$ cat config.mk
export PLATFORM = sky130hd
export DESIGN_NAME = fb_pixel_writer
export DESIGN_NICKNAME = d
export VERILOG_FILES = /design/src/rtl/fb_pkg.sv /design/src/rtl/fb_pix_fifo.sv /design/src/rtl/fb_pixel_writer.sv
export SDC_FILE = /design/constraint.sdc
export NUM_CORES = 1
export LEC_CHECK = 0
export ABC_AREA = 1
export ABC_CLOCK_PERIOD_IN_PS = 3200
export BUFFER_PORTS_ARGS = -buffer_cell sky130_fd_sc_hd__buf_4
export CORE_AREA = 2 2 136 138
export CTS_CLUSTER_DIAMETER = 120
export DETAILED_ROUTE_END_ITERATION = 16
export DIE_AREA = 0 0 138 140
export HOLD_SLACK_MARGIN = 0.15
export PLACE_DENSITY = 0.54
export SETUP_SLACK_MARGIN = 0.02
export SYNTH_ARGS = -nofsm -noshare
export SYNTH_HDL_FRONTEND = slang
export SYNTH_SLANG_ARGS = --single-unit
export TNS_END_PERCENT = 1
$ cat constraint.sdc
create_clock -name clk -period 3.2 [get_ports clk]
set_clock_uncertainty 0.15 [all_clocks]
set_input_delay 0.32 -clock clk [delete_from_list [all_inputs] [get_ports clk]]
set_output_delay 0.32 -clock clk [all_outputs]
set_load 0.005 [all_outputs]
$ cat src/rtl/fb_pkg.sv
`default_nettype none
// +----------------------------------------------------------------------+
// | fb_pkg                                                               |
// | Shared framebuffer geometry, pixel entry type and writer FSM states. |
// | Rev 1.0                                                              |
// +----------------------------------------------------------------------+
package fb_pkg;
   localparam int H_RES    = 160;
   localparam int V_RES    = 120;
   localparam int FB_WORDS = 19200;
   localparam int ADDR_W   = 15;
   localparam int COLOUR_W = 3;

   typedef logic [COLOUR_W-1:0] colour_t;

   typedef struct packed {
      logic [ADDR_W-1:0] addr;
      colour_t           colour;
   } pix_entry_t;

   typedef enum logic [0:0] {
      IDLE  = 1'b0,
      CLEAR = 1'b1
   } fbw_state_t;
endpackage
`default_nettype wire

$ cat src/rtl/fb_pix_fifo.sv
`default_nettype none
// +----------------------------------------------------------------------+
// | fb_pix_fifo                                                          |
// | Synchronous FIFO of pixel entries with push, pop and flush.          |
// | Rev 1.0                                                              |
// +----------------------------------------------------------------------+
module fb_pix_fifo
   import fb_pkg::*;
#(
   parameter int DEPTH = 4
) (
   input  logic                     clk,
   input  logic                     reset,
   input  logic                     i_push,
   input  logic                     i_pop,
   input  logic                     i_flush,
   input  pix_entry_t               i_wr_data,
   output pix_entry_t               o_rd_data,
   output logic [$clog2(DEPTH):0]   o_count,
   output logic                     o_full,
   output logic                     o_empty
);
   localparam int c_PTR_W = $clog2(DEPTH);

   pix_entry_t                r_mem [DEPTH];
   logic [c_PTR_W-1:0]        r_wr_ptr;
   logic [c_PTR_W-1:0]        r_rd_ptr;
   logic [c_PTR_W:0]          r_count;

   // Flush wins over any same-cycle push or pop
   always_ff @(posedge clk or posedge reset) begin
      if (reset) begin
         r_wr_ptr <= '0;
         r_rd_ptr <= '0;
         r_count  <= '0;
      end else if (i_flush) begin
         r_wr_ptr <= '0;
         r_rd_ptr <= '0;
         r_count  <= '0;
      end else begin
         if (i_push) r_wr_ptr <= r_wr_ptr + 1'b1;
         if (i_pop)  r_rd_ptr <= r_rd_ptr + 1'b1;
         case ({i_push, i_pop})
            2'b10:   r_count <= r_count + 1'b1;
            2'b01:   r_count <= r_count - 1'b1;
            default: r_count <= r_count;
         endcase
      end
   end

   always_ff @(posedge clk) begin
      if (i_push && !i_flush) r_mem[r_wr_ptr] <= i_wr_data;
   end

   assign o_rd_data = r_mem[r_rd_ptr];
   assign o_count   = r_count;
   assign o_full    = (r_count == (c_PTR_W+1)'(DEPTH));
   assign o_empty   = (r_count == '0);
endmodule
`default_nettype wire

$ cat src/rtl/fb_pixel_writer.sv
`default_nettype none
// +----------------------------------------------------------------------+
// | fb_pixel_writer                                                      |
// | Buffers drawn pixels and commits them (or a full-screen clear) to    |
// | the framebuffer through an arbitrated write slot.                    |
// | Rev 1.0                                                              |
// +----------------------------------------------------------------------+
module fb_pixel_writer
   import fb_pkg::*;
#(
   parameter int FIFO_DEPTH = 4,
   parameter int H_RES      = 160,
   parameter int V_RES      = 120
) (
   input  logic                clk,
   input  logic                reset,
   input  logic                pix_wr,
   input  logic [8:0]          pix_x,
   input  logic [8:0]          pix_y,
   input  logic [2:0]          pix_colour,
   output logic                pix_ready,
   input  logic                clear_req,
   input  logic [2:0]          clear_colour,
   input  logic                mem_grant,
   output logic                mem_we,
   output logic [14:0]         mem_addr,
   output logic [2:0]          mem_data,
   output logic                busy,
   output logic [7:0]          drop_count
);
   fbw_state_t                r_state;
   logic [ADDR_W-1:0]         r_sweep;
   colour_t                   r_clear_colour;
   logic                      r_mem_we;
   logic [ADDR_W-1:0]         r_mem_addr;
   colour_t                   r_mem_data;
   logic [7:0]                r_drop_count;

   logic                      w_idle;
   logic                      w_ready;
   logic                      w_in_range;
   logic                      w_clear_start;
   logic                      w_push;
   logic                      w_pop;
   logic                      w_drop;
   pix_entry_t                w_new_entry;
   pix_entry_t                w_head;
   logic [$clog2(FIFO_DEPTH):0] w_count;
   logic                      w_full;
   logic                      w_empty;

   assign w_idle        = (r_state == IDLE);
   assign w_ready       = w_idle && !w_full;
   assign w_in_range    = (int'(pix_x) < H_RES) && (int'(pix_y) < V_RES);
   assign w_clear_start = w_idle && clear_req;
   assign w_push        = pix_wr && w_ready && w_in_range && !w_clear_start;
   assign w_drop        = pix_wr && !w_push;
   // A clear request discards the queue, so nothing is popped that cycle
   assign w_pop         = w_idle && mem_grant && !w_empty && !w_clear_start;

   // y*160 as (y<<7)+(y<<5); only in-range coordinates ever reach the FIFO
   assign w_new_entry.addr   = ADDR_W'({pix_y, 7'b0}) + ADDR_W'({pix_y, 5'b0})
                               + ADDR_W'(pix_x);
   assign w_new_entry.colour = pix_colour;

   fb_pix_fifo #(
      .DEPTH (FIFO_DEPTH)
   ) u_fifo (
      .clk       (clk),
      .reset     (reset),
      .i_push    (w_push),
      .i_pop     (w_pop),
      .i_flush   (w_clear_start),
      .i_wr_data (w_new_entry),
      .o_rd_data (w_head),
      .o_count   (w_count),
      .o_full    (w_full),
      .o_empty   (w_empty)
   );

   always_ff @(posedge clk or posedge reset) begin
      if (reset) begin
         r_state        <= IDLE;
         r_sweep        <= '0;
         r_clear_colour <= '0;
         r_mem_we       <= 1'b0;
         r_mem_addr     <= '0;
         r_mem_data     <= '0;
      end else begin
         r_mem_we <= 1'b0;
         case (r_state)
            IDLE: begin
               if (clear_req) begin
                  r_clear_colour <= clear_colour;
                  r_sweep        <= '0;
                  r_state        <= CLEAR;
               end else if (w_pop) begin
                  r_mem_we   <= 1'b1;
                  r_mem_addr <= w_head.addr;
                  r_mem_data <= w_head.colour;
               end
            end
            CLEAR: begin
               if (mem_grant) begin
                  r_mem_we   <= 1'b1;
                  r_mem_addr <= r_sweep;
                  r_mem_data <= r_clear_colour;
                  r_sweep    <= r_sweep + 1'b1;
                  if (r_sweep == ADDR_W'(FB_WORDS - 1)) r_state <= IDLE;
               end
            end
            default: r_state <= IDLE;
         endcase
      end
   end

   always_ff @(posedge clk or posedge reset) begin
      if (reset) begin
         r_drop_count <= '0;
      end else if (w_drop && (r_drop_count != 8'hFF)) begin
         r_drop_count <= r_drop_count + 8'd1;
      end
   end

   assign pix_ready  = w_ready;
   assign busy       = !w_idle || (w_count != '0);
   assign mem_we     = r_mem_we;
   assign mem_addr   = r_mem_addr;
   assign mem_data   = r_mem_data;
   assign drop_count = r_drop_count;
endmodule
`default_nettype wire

---- Word-level counts from Yosys, hierarchy flattened ----
Memories as Yosys holds them, arrays and structs flattened.
Index checks and enable logic that the tools add are counted.
Widths: inputs -> output; s select.
word-level totals
  register bits ........................... 53
  memory bits (writable) .................. 72
  bits of input ports ..................... 29
  output and inout port bits .............. 29
  word-level logic and storage cells ...... 83
  memories kept ........................... 1
memory list
  name          depth  width  read ports  clocked after Yosys merged registers in  wr ports  line               text
  u_fifo.r_mem  4      18     1           0                                        1         fb_pix_fifo.sv:25  pix_entry_t r_mem [DEPTH];
cells by class
  add/subtract/negate cells ............... 8
  $lt $le $gt $ge ......................... 2
  eq/ne operators ......................... 9
  multiplexer cells ....................... 27
  bitwise logic cells ..................... 1
  reductions and logical operators ........ 25
operators by type and width
  cell                   count
  $mux 15                5
  $pmux 15 s2            2
  $add 15x1->15 const B  1
  $add 15x14->15         1
  $add 15x9->15          1
  $eq 15x15->1 const B   1
  $logic_and 1x1->1      12
  $mux 3                 4
  $pmux 3 s2             2
  $lt 9x7->1 const B     1
  $lt 9x8->1 const B     1
  $add 8x1->8 const B    1
  $mux 1                 8
  $mux 2                 4
  $ne 8x8->1 const B     1
  $ne 2x2->1 const B     3
  $reduce_bool 3->1      2
  $add 2x1->2 const B    2
  $logic_not 1->1        4
  $pmux 1 s2             2
  $reduce_and 2->1       2
  $reduce_bool 2->1      2
  $add 3x1->3 const B    1
  $eq 3x3->1 const B     1
  other kinds (8)        8

---- Logic depth before layout (Yosys ltp) ----
Gate-level depths: netlist of run 1.
  word-level depth ........................ 9
  mapped depth ............................ 12
  gate-level depth less buffers ........... 11

---- Hierarchy ----
A second synthesis of run 1 with hierarchy kept.
unflattened totals
  cell total of the unflattened synthesis .. 608
  area, all modules ....................... 5,985.7 µm²
modules (own cells, without submodules)
  module           instances  cells each  area each (µm²)  seq. area each (µm²)
  fb_pix_fifo      1          236         3,173.0          2,337.2
  fb_pixel_writer  1          372         2,812.7          1,151.1

---- Least setup slack after synthesis of run 1 ----
Ideal clock, no wire load.
  path kind ............................... flip-flop to flip-flop
  start ................................... register r_state
  end ..................................... memory u_fifo.r_mem[0][0] (netlist name), enable pin
  library setup time ...................... 393 ps
  arrival time ............................ 1,851 ps
  data required time ...................... 2,657 ps
  path slack .............................. 806 ps
  cell stages (with the launch flop) ...... 8
  buffers on the path ..................... 2
  clock period less this slack ............ 2,394 ps
  cells stage by stage .................... dfrtp_1 buf_6 inv_4 nand2_1 nor2_2 nand3_2 buf_4 nor2_1
on the way
  word-level cells in the longest chain between the ends .. 8
  elaborated cells between the ends (all ways) .. 10
  those cells by class .................... 2 x mux; 1 x bitwise; 7 x reduce/logical
RTL lines
  item                              line                    text
  from (decl)                       fb_pixel_writer.sv:31   fbw_state_t r_state;
  from (signal assigned)            fb_pixel_writer.sv:83   r_state <= IDLE;
  from (signal assigned)            fb_pixel_writer.sv:96   r_state <= CLEAR;
  from (signal assigned)            fb_pixel_writer.sv:109  if (r_sweep == ADDR_W'(FB_WORDS - 1)) r_state <= IDLE;
  $not 1->1 (no line) (*)           -
  $logic_and 1x1->1                 fb_pixel_writer.sv:53   assign w_ready = w_idle && !w_full;
  $logic_and 1x1->1 (3 in series)   fb_pixel_writer.sv:56   assign w_push = pix_wr && w_ready && w_in_range && !w_clear_start;
  $logic_and 1x1->1 (*)             fb_pix_fifo.sv:52       if (i_push && !i_flush) r_mem[r_wr_ptr] <= i_wr_data;
  $mux 1 (*)                        fb_pix_fifo.sv:52
  $mux 1 (implied by the code) (*)  fb_pix_fifo.sv:52
  to (decl)                         fb_pix_fifo.sv:25
Every way passes the cells marked *; elsewhere a longest branch is shown, timed or not.

---- Worst setup path after layout of run 1 ----
  start ................................... register r_state
  end ..................................... register u_fifo.r_count[2] (netlist: u_fifo.o_count[2])
on the way
  word-level cells in the longest chain between the ends .. 8
  elaborated cells between the ends (all ways) .. 15
  those cells by class .................... 2 x eq/ne; 2 x mux; 1 x bitwise; 10 x reduce/logical
RTL lines
  item                                             line                   text
  $not 1->1 (no line) (*)                          -
  $logic_and 1x1->1                                fb_pixel_writer.sv:53
  $logic_and 1x1->1 (3 in series)                  fb_pixel_writer.sv:56
  $eq 2x1->1 / $eq 2x2->1 (equally long branches)  fb_pix_fifo.sv:43      case ({i_push, i_pop})
  $pmux 3 s2                                       fb_pix_fifo.sv:43
  $mux 3                                           fb_pix_fifo.sv:36      end else if (i_flush) begin
  to (signal assigned)                             fb_pix_fifo.sv:44      2'b10: r_count <= r_count + 1'b1;
  to (signal assigned)                             fb_pix_fifo.sv:45      2'b01: r_count <= r_count - 1'b1;
  to (signal assigned)                             fb_pix_fifo.sv:46      default: r_count <= r_count;
  to (decl)                                        fb_pix_fifo.sv:28      logic [c_PTR_W:0] r_count;
Marked as above.
A chain may end at the register's enable or synchronous reset.

==> results.sh, run 1 <==
export IMPL_status="completed"
export IMPL_period_needed_ps=2500
export IMPL_p_leak_nw=3.25
export IMPL_synth_xor_area_share=0.0157
export IMPL_synthAdderAreaFrac=0.0581
export IMPL_drt_total_wl_um=14300
export IMPL_start_util=0.344
export IMPL_cp_slowest_cell="dfrtp_1"
export IMPL_power_density_nw_per_um2=672
export IMPL_drt_iter0_drc=366
export IMPL_avgRoutedWirePerCell_um=14.9
export IMPL_synth_edf_count=72
export IMPL_worst_setup_path_start_kind="flip-flop"
export IMPL_grt_ovfl_total=0
export IMPL_total_power_mw=5.03
export IMPL_hold_slack_ps=188
export IMPL_grt_max_degree=37
export IMPL_fmaxAchievable_mhz=400
export IMPL_ctsHoldBuffers=13
export IMPL_numClockSinks=125
export IMPL_rows=49
export IMPL_firstDrtPassIters=5
export IMPL_antennaDiodeCount=0
export IMPL_slew_viol_final=0
export IMPL_cts_setup_buffers=0
export IMPL_io_buffers=57
export IMPL_fin_crit_sh=0.782
export IMPL_synth_compound_area_share=0.0838
export IMPL_die_area_um2=19300
export IMPL_cts_root_buf="clkbuf_16"
export IMPL_final_common_cell="nand2_1"
export IMPL_ys_flop_type="edfxtp_1"
export IMPL_arrival_ps=2650
export IMPL_crit_fanout=16
export IMPL_vias_per_cell=4.83
export IMPL_syn_nets=700
export IMPL_yosysWarningCount=0
export IMPL_antenna_found_initial=0
export IMPL_grt_pass1_vias=4476
export IMPL_fp_coreArea_um2=17800
export IMPL_min_path_type="in2reg"
export IMPL_synth_simple_gate_area_share=0.214
export IMPL_postSynthAreaPerCell_um2=9.49
export IMPL_synthArstFlopShare=0.424
export IMPL_syn_to_final_growth_pct=22.2
export IMPL_fin_nets=776
export IMPL_rsz0062_at_grt="false"
export IMPL_vias=4653
export IMPL_dpl_hpwl_um=9810
export IMPL_cts_repair_resized=0
export IMPL_cts_htree_levels=4
export IMPL_num_fill_cells=1739
export IMPL_cts_tree="yes"
export IMPL_tightestPinTransition_ps=559
export IMPL_numCtsBuffers=17
export IMPL_gp_congestion=0.853
export IMPL_synth_top_family_by_area="simple AND/OR/NAND/NOR gates"
export IMPL_drive_gt1_frac=0.163
export IMPL_die_y_um=140
export IMPL_required_ps=3340
export IMPL_seqCellArea_um2=3490
export IMPL_drv_cap=0
export IMPL_final_hold_viol_count=0
export IMPL_layout_cells_most_common_list="nand2_1, nor2_1, edfxtp_1"
export IMPL_setup_violations=0
export IMPL_yosysUniqueCellTypes=34
export IMPL_grt_pass1_wl_um=23200
export IMPL_critPathKind="reg2reg"
export IMPL_chipWidth_um=138
export IMPL_ant_nets=0
export IMPL_yosysSeqAreaShare=0.570
export IMPL_clockBufferDepth=2
export IMPL_cp_cell_sequence="inv_4 -> nand2_1 -> nor2_2 -> nand3_2 -> buf_4 -> ha_1 -> fa_1 -> a21oi_1 -> o21ai_0 -> o21ai_0 -> a21oi_1"
export IMPL_crit_path_end_kind="flip-flop"
export IMPL_critical_path_max_stage_delay_ps=410
export IMPL_insertion_delay_ps=420
export IMPL_clkSlewWorstSetupHoldPaths_ps=50
export IMPL_relSlewSlack=0.627
export IMPL_tns_ps=0
export IMPL_yosys_mux_area_fraction=0
export IMPL_synth_ff_latch_count=125
export IMPL_multi_input_area_um2=2270
export IMPL_post_route_drc_count=0
export IMPL_synth_cell_area_um2=6120
export IMPL_ios=58
export IMPL_peakVddDrop_mv=0.369
export IMPL_netlist_instances=645
export IMPL_grt_use_total=0.154
[sequential cells by signal, summed over array words and instances, names as in the netlist]
signal	cells
r_sweep	15
r_state	1
mem_addr	15
u_fifo.o_count	3
mem_we	1
u_fifo.r_mem	72
mem_data	3
u_fifo.r_rd_ptr	2
r_clear_colour	3
drop_count	8
u_fifo.r_wr_ptr	2
[cell usage after synthesis (2+ instances only)]
master / instances / area (um2)
inv_1: 52 / 195
nand2_2: 2 / 12.5
nand2_1: 151 / 567
dfrtp_1: 53 / 1330
clkbuf_1: 7 / 26.3
a21oi_1: 30 / 150
nand4_1: 8 / 50.1
nand3_1: 61 / 305
fa_1: 4 / 80.1
o21ai_0: 45 / 225
buf_2: 11 / 55.1
nor2_1: 77 / 289
nand2_4: 2 / 22.5
ha_1: 22 / 275
clkinv_1: 2 / 7.51
nor2_2: 2 / 12.5
buf_6: 4 / 45.0
a21oi_2: 10 / 87.6
o21ai_1: 3 / 15.0
xor2_1: 10 / 87.6
edfxtp_1: 72 / 2160
buf_4: 2 / 15.0
nand3_2: 2 / 20.0
inv_4: 2 / 12.5
nor3_1: 2 / 10.0
[kinds of logic after synthesis]
logic type,count (synthesis)
simple gates,309
flops,125
compound gates,93
buf+inv,81
fa+ha+maj,26
xor+xnor,11
[layout make-up]
class	instances	share of cell area
well taps	229	0.0383
multi-input cells	439	0.304
clock inverters	13	0.0187
inverters	57	0.0293
flip-flops and latches	125	0.466
clock buffers	19	0.0579
repair buffers	81	0.0856
[layer usage]
metal	global-route usage	routed length (um)	vias up
met3	0.0297	400	18
li1	-	-	2303
met5	0	0	-
met1	0.198	6690	2243
met4	0.0666	234	0
met2	0.256	7000	89
[worst max-delay path: cells and delay by family (launching register included)]
kind | cells | cell delay [ps]
and+or+nand+nor | 3 | 330
buffers and inverters | 2 | 410
AOI/OAI and AO/OA | 4 | 480
adders and majority gates | 2 | 610
DFF | 1 | 410
[power by group]
part / leakage, nW / switching, mW / total, mW / internal [mW]
Combinational: 1.65 / 0.692 / 1.14 / 0.449
Clock: 0.272 / 0.706 / 1.85 / 1.15
Sequential: 1.33 / 0.136 / 2.04 / 1.90
Total: 3.25 / 1.53 / 5.03 / 3.50
[path summary, 6_finish.rpt]
| kind | to | slack, ps | start | depth (start not counted) |
|---|---|---|---|---|
| setup / recovery | u_fifo.o_count[2] | 700 | r_state | 11 |
| hold / removal | r_state | 190 | clear_req | 3 |
| setup reg to reg | u_fifo.o_count[2] | 700 | r_state | 11 |
| hold reg to reg | r_clear_colour[2] | 330 | r_clear_colour[2] | 2 |
| max in group asynchronous | r_sweep[5] | 1740 | reset | 4 |
| min in group asynchronous | drop_count[3] | 310 | reset | 3 |
[stage by stage]
stage | instances | worst slack (ps) | cell area (um2) | utilization
6_report | 963 | 698 | 7480 | 0.421
5_1_grt | 963 | 575 | 7480 | 0.421
4_1_cts | 963 | 722 | 7480 | 0.421
3_5_place_dp | 918 | 547 | 6780 | 0.381
3_3_place_gp | 918 | 630 | 6780 | 0.381
2_1_floorplan | 645 | 806 | 6120 | -
Note: power is estimated with default switching activity, not from simulation.
==> inputs of run 2 (changes only) <==
--- a/config.mk
+++ b/config.mk
@@ -6,14 +6,14 @@
 export NUM_CORES = 1
 export LEC_CHECK = 0
 export ABC_AREA = 1
-export ABC_CLOCK_PERIOD_IN_PS = 3200
+export ABC_CLOCK_PERIOD_IN_PS = 2270
 export BUFFER_PORTS_ARGS = -buffer_cell sky130_fd_sc_hd__buf_4
 export CORE_AREA = 2 2 136 138
 export CTS_CLUSTER_DIAMETER = 120
 export DETAILED_ROUTE_END_ITERATION = 16
 export DIE_AREA = 0 0 138 140
 export HOLD_SLACK_MARGIN = 0.15
-export PLACE_DENSITY = 0.54
+export PLACE_DENSITY = 0.56
 export SETUP_SLACK_MARGIN = 0.02
 export SYNTH_ARGS = -nofsm -noshare
 export SYNTH_HDL_FRONTEND = slang
==> constraint.sdc (replaced) <==
create_clock -name clk -period 2.27 [get_ports clk]
set_clock_uncertainty 0.15 [all_clocks]
set_input_delay 0.227 -clock clk [delete_from_list [all_inputs] [get_ports clk]]
set_output_delay 0.227 -clock clk [all_outputs]
set_load 0.005 [all_outputs]
==> results.sh, run 2 (synthesized netlist as in run 1, its figures left out) <==
export IMPL_power_density_nw_per_um2=942
export IMPL_drv_cap=0
export IMPL_min_path_type="in2reg"
export IMPL_place_area_um2=6970
export IMPL_slew_viol_final=0
export IMPL_hold_slack_ps=164
export IMPL_drt_iter0_drc=340
export IMPL_vias=4764
export IMPL_drive_gt1_frac=0.196
export IMPL_numClockSinks=125
export IMPL_rsz0062_at_grt="true"
export IMPL_start_util=0.344
export IMPL_utilization=0.436
export IMPL_fin_nets=804
export IMPL_avgRoutedWirePerCell_um=14.5
export IMPL_die_area_um2=19300
export IMPL_relSlewSlack=0.582
export IMPL_grt_use_total=0.155
export IMPL_critPathKind="in2reg"
export IMPL_period_needed_ps=2100
export IMPL_die_y_um=140
export IMPL_antenna_found_initial=1
export IMPL_final_cell_area_um2=7750
export IMPL_numCtsBuffers=17
export IMPL_final_hold_viol_count=0
export IMPL_required_ps=2360
export IMPL_peakVddDrop_mv=0.389
export IMPL_fp_coreArea_um2=17800
export IMPL_grt_pass1_vias=4770
export IMPL_worst_setup_path_start_kind="primary input"
export IMPL_gp_congestion=0.847
export IMPL_chipWidth_um=138
export IMPL_rows=49
export IMPL_setup_violations=0
export IMPL_crit_path_end_kind="flip-flop"
export IMPL_clockBufferDepth=2
export IMPL_dpl_hpwl_um=10000
export IMPL_firstDrtPassIters=4
export IMPL_post_route_drc_count=0
export IMPL_fin_crit_sh=0.924
export IMPL_final_common_cell="nand2_1"
export IMPL_fmaxAchievable_mhz=477
export IMPL_vias_per_cell=4.80
export IMPL_grt_max_degree=41
export IMPL_syn_to_final_growth_pct=26.6
export IMPL_total_power_mw=7.30
export IMPL_io_buffers=57
export IMPL_multi_input_area_um2=2280
export IMPL_cts_tree="yes"
export IMPL_cts_htree_levels=4
export IMPL_grt_pass1_wl_um=23800
export IMPL_cts_root_buf="clkbuf_16"
export IMPL_tightestPinTransition_ps=626
export IMPL_seqCellArea_um2=3490
export IMPL_insertion_delay_ps=430
export IMPL_arrival_ps=2190
export IMPL_num_fill_cells=1746
export IMPL_ios=58
export IMPL_ant_nets=0
export IMPL_crit_fanout=4
export IMPL_layout_cells_most_common_list="nand2_1, buf_4, nor2_1"
export IMPL_status="completed"
export IMPL_top_register="u_fifo.r_mem"
export IMPL_grt_ovfl_total=0
export IMPL_p_leak_nw=3.41
export IMPL_clkSlewWorstSetupHoldPaths_ps=60
export IMPL_largest_reg_flops=72
export IMPL_drt_total_wl_um=14300
## run 2: repair_timing
| action | 4_1_cts | 5_1_grt |
|---|---|---|
| hold endpoints to repair | 76 | 0 |
| hold buffers | 17 | 0 |
| gates resized for setup | 0 | 5 |
| buffers inserted | 0 | 1 |
| endpoints found under the setup margin | 0 | 13 |
## run 2: final timing paths
kind	start	endpoint	slack, ps	depth (start not counted)
worst max-delay path	pix_x[5]	u_fifo.r_mem[2][13]	170	10
worst min-delay path	clear_req	r_state	160	4
worst max register to register	r_state	u_fifo.o_count[2]	200	10
worst min register to register	mem_addr[3]	mem_addr[3]	340	2
max in group asynchronous	reset	drop_count[4]	1100	4
min in group asynchronous	reset	mem_addr[12]	300	3
## run 2: worst max-delay path, cell delays in order
cell,delay (ps)
buf_4,80
dlygate4sd3_1,540
ha_1,140
ha_1,160
inv_1,50
fa_1,380
o21ai_1,150
buf_4,130
buf_4,100
xor2_1,230
## run 2: where the power goes
part / internal (mW) / switching (mW)
combinational: 0.739 / 0.988
sequential: 2.68 / 0.206
clock: 1.56 / 1.13
total: 4.98 / 2.32
## run 2: final cells by class
type	instances	share of cell area
Multi-Input combinational cell	439	0.294
Clock inverter	15	0.0215
Tap cell	229	0.0370
Timing Repair Buffer	109	0.114
Clock buffer	17	0.0549
Antenna cell	1	0.000323
Sequential cell	125	0.450
Inverter	57	0.0282
## run 2: per-stage QoR
step / TNS, ps / std cells / worst slack (ps)
after floorplan: -8960 / 645 / -124
final: 0 / 992 / 172
after global routing: 0 / 992 / 14.4
after CTS: 0 / 990 / 85.9
after detailed placement: -1100 / 941 / -88.6
after global placement: -276 / 941 / -35.8
## run 2: routing by layer
layer  GRT usage  wire (um)  vias up
li1            -          -     2373
met1       0.192       6480     2277
met2       0.261       7030       89
met3      0.0390        583       25
met4      0.0607        238        0
met5           0          0        -
==> inputs of run 3 (changes only) <==
--- a/config.mk
+++ b/config.mk
@@ -8,10 +8,10 @@
 export ABC_AREA = 1
 export ABC_CLOCK_PERIOD_IN_PS = 2270
 export BUFFER_PORTS_ARGS = -buffer_cell sky130_fd_sc_hd__buf_4
-export CORE_AREA = 2 2 136 138
+export CORE_AREA = 2 2 174 108
 export CTS_CLUSTER_DIAMETER = 120
 export DETAILED_ROUTE_END_ITERATION = 16
-export DIE_AREA = 0 0 138 140
+export DIE_AREA = 0 0 176 110
 export HOLD_SLACK_MARGIN = 0.15
 export PLACE_DENSITY = 0.56
 export SETUP_SLACK_MARGIN = 0.02
==> results.sh, run 3 (synthesized netlist as in run 1, its figures left out) <==
export IMPL_clockBufferDepth=2
export IMPL_grt_use_total=0.165
export IMPL_largest_reg_flops=72
export IMPL_antennaDiodeCount=0
export IMPL_vias=4698
export IMPL_p_leak_nw=3.39
export IMPL_top_register="u_fifo.r_mem"
export IMPL_start_util=0.345
export IMPL_utilization=0.438
export IMPL_cts_root_buf="clkbuf_16"
export IMPL_crit_path_end_kind="flip-flop"
export IMPL_avgRoutedWirePerCell_um=15.0
export IMPL_syn_to_final_growth_pct=26.9
export IMPL_numClockSinks=125
export IMPL_tns_ps=0
export IMPL_cts_tree="yes"
export IMPL_final_cells=994
export IMPL_relSlewSlack=0.687
export IMPL_dpl_hpwl_um=10400
export IMPL_pre_cts_slack_ps=-191
export IMPL_dp_cells=945
export IMPL_cpLargestDelayFamily="buffers and inverters"
export IMPL_power_density_nw_per_um2=954
export IMPL_drt_total_wl_um=14900
export IMPL_ios=58
export IMPL_crit_fanout=25
export IMPL_rsz0062_at_grt="false"
export IMPL_cts_htree_levels=4
export IMPL_final_common_cell="nand2_1"
export IMPL_io_buffers=57
export IMPL_firstDrtPassIters=5
export IMPL_die_area_um2=19400
export IMPL_worst_setup_path_start_kind="flip-flop"
export IMPL_grt_pass1_wl_um=24000
export IMPL_grt_max_degree=54
export IMPL_vias_per_cell=4.73
export IMPL_grt_ovfl_total=0
export IMPL_cp_slowest_cell="a21oi_1"
export IMPL_critical_path_max_stage_delay_ps=450
export IMPL_slew_viol_final=0
export IMPL_ant_nets=0
export IMPL_peakVddDrop_mv=0.641
export IMPL_drive_gt1_frac=0.190
export IMPL_final_hold_viol_count=0
export IMPL_insertion_delay_ps=410
export IMPL_timing_final_ws_setup_ps=95.5
export IMPL_status="completed"
export IMPL_use_met1=0.233
export IMPL_met2_usage=0.257
export IMPL_fp_coreArea_um2=17700
export IMPL_fmaxAchievable_mhz=460
export IMPL_grt_pass1_vias=4618
export IMPL_required_ps=2400
export IMPL_clkSlewWorstSetupHoldPaths_ps=60
export IMPL_fin_crit_sh=0.958
export IMPL_critPathKind="reg2reg"
export IMPL_crit_buf_inv=4
export IMPL_drv_cap=0
export IMPL_post_route_drc_count=0
export IMPL_gp_congestion=0.856
export IMPL_chipWidth_um=176
export IMPL_cp_cell_sequence="inv_4 -> buf_4 -> nand2_4 -> buf_4 -> inv_2 -> nor2_4 -> nand2_4 -> a21oi_1 -> a21oi_2"
export IMPL_period_needed_ps=2170
export IMPL_rows=38
export IMPL_setup_violations=0
export IMPL_fin_nets=796
export IMPL_use_met3=0.0391
export IMPL_die_y_um=110
export IMPL_numCtsBuffers=17
export IMPL_min_path_type="in2reg"
export IMPL_tightestPinTransition_ps=469
export IMPL_antenna_found_initial=0
export IMPL_arrival_ps=2300
export IMPL_busiest_layer="met2"
export IMPL_drt_iter0_drc=343
export IMPL_layout_cells_most_common_list="nand2_1, buf_4, nor2_1"
run 3: cell types whose count changed in the layout (fill, tap and decap cells not counted), sizes merged:
cell         before  now
buf              92   86
bufinv            1    3
clkinv            4    8
clkinvlp          1    2
diode             1    0
dlygate4sd3      17   15
inv              66   59
run 3: per-layer routing:
layer | routed length [um] | vias up
met5 | 0 | -
met4 | 150 | 0
met3 | 680 | 12
met2 | 6440 | 106
met1 | 7650 | 2223
li1 | - | 2357
run 3: area by class of cell:
cell class,count,area (um2)
fill,1717,9970
multi-input combinational,439,2280
tap,240,300
clock inverter,15,185
clock buffer,17,425
timing repair buffer,101,871
inverter,57,219
sequential,125,3490
run 3: what timing repair did:
action | in CTS | in global routing
hold endpoints to repair | 96 | 0
setup endpoints to repair | 0 | 1
hold buffers | 15 | 0
gates resized for setup | 0 | 4
setup buffers | 0 | 2
run 3: through the flow:
stage	area [um2]	power [mW]	hold WS [ps]
global placement	6990	4.57	160
CTS	7750	7.47	187
detailed placement	6990	4.63	166
floorplan	6120	3.92	176
finish	7770	7.41	205
global route	7770	7.83	231
run 3: final timing paths:
path / start / to / slack [ps] / cells past startpoint
min in group asynchronous: reset / r_clear_colour[0] / 270 / 4
max in group asynchronous: reset / r_clear_colour[1] / 1440 / 4
min: pix_y[7] / u_fifo.r_mem[1][17] / 210 / 5
max reg2reg: r_state / mem_addr[5] / 100 / 9
max: r_state / mem_addr[5] / 100 / 9
min reg2reg: r_clear_colour[2] / r_clear_colour[2] / 340 / 2
run 3: worst register-to-register path: cells and delay by family, from the launching register on:
kind | cells | cell delay (ps)
flops | 1 | 380
compound gates | 2 | 560
buf+inv | 4 | 590
simple gates | 3 | 360
run 3: report_power, final:
group	leakage (nW)	internal (mW)	switching (mW)
logic	1.77	0.723	1.01
clock network	0.295	1.74	1.05
registers	1.33	2.68	0.204
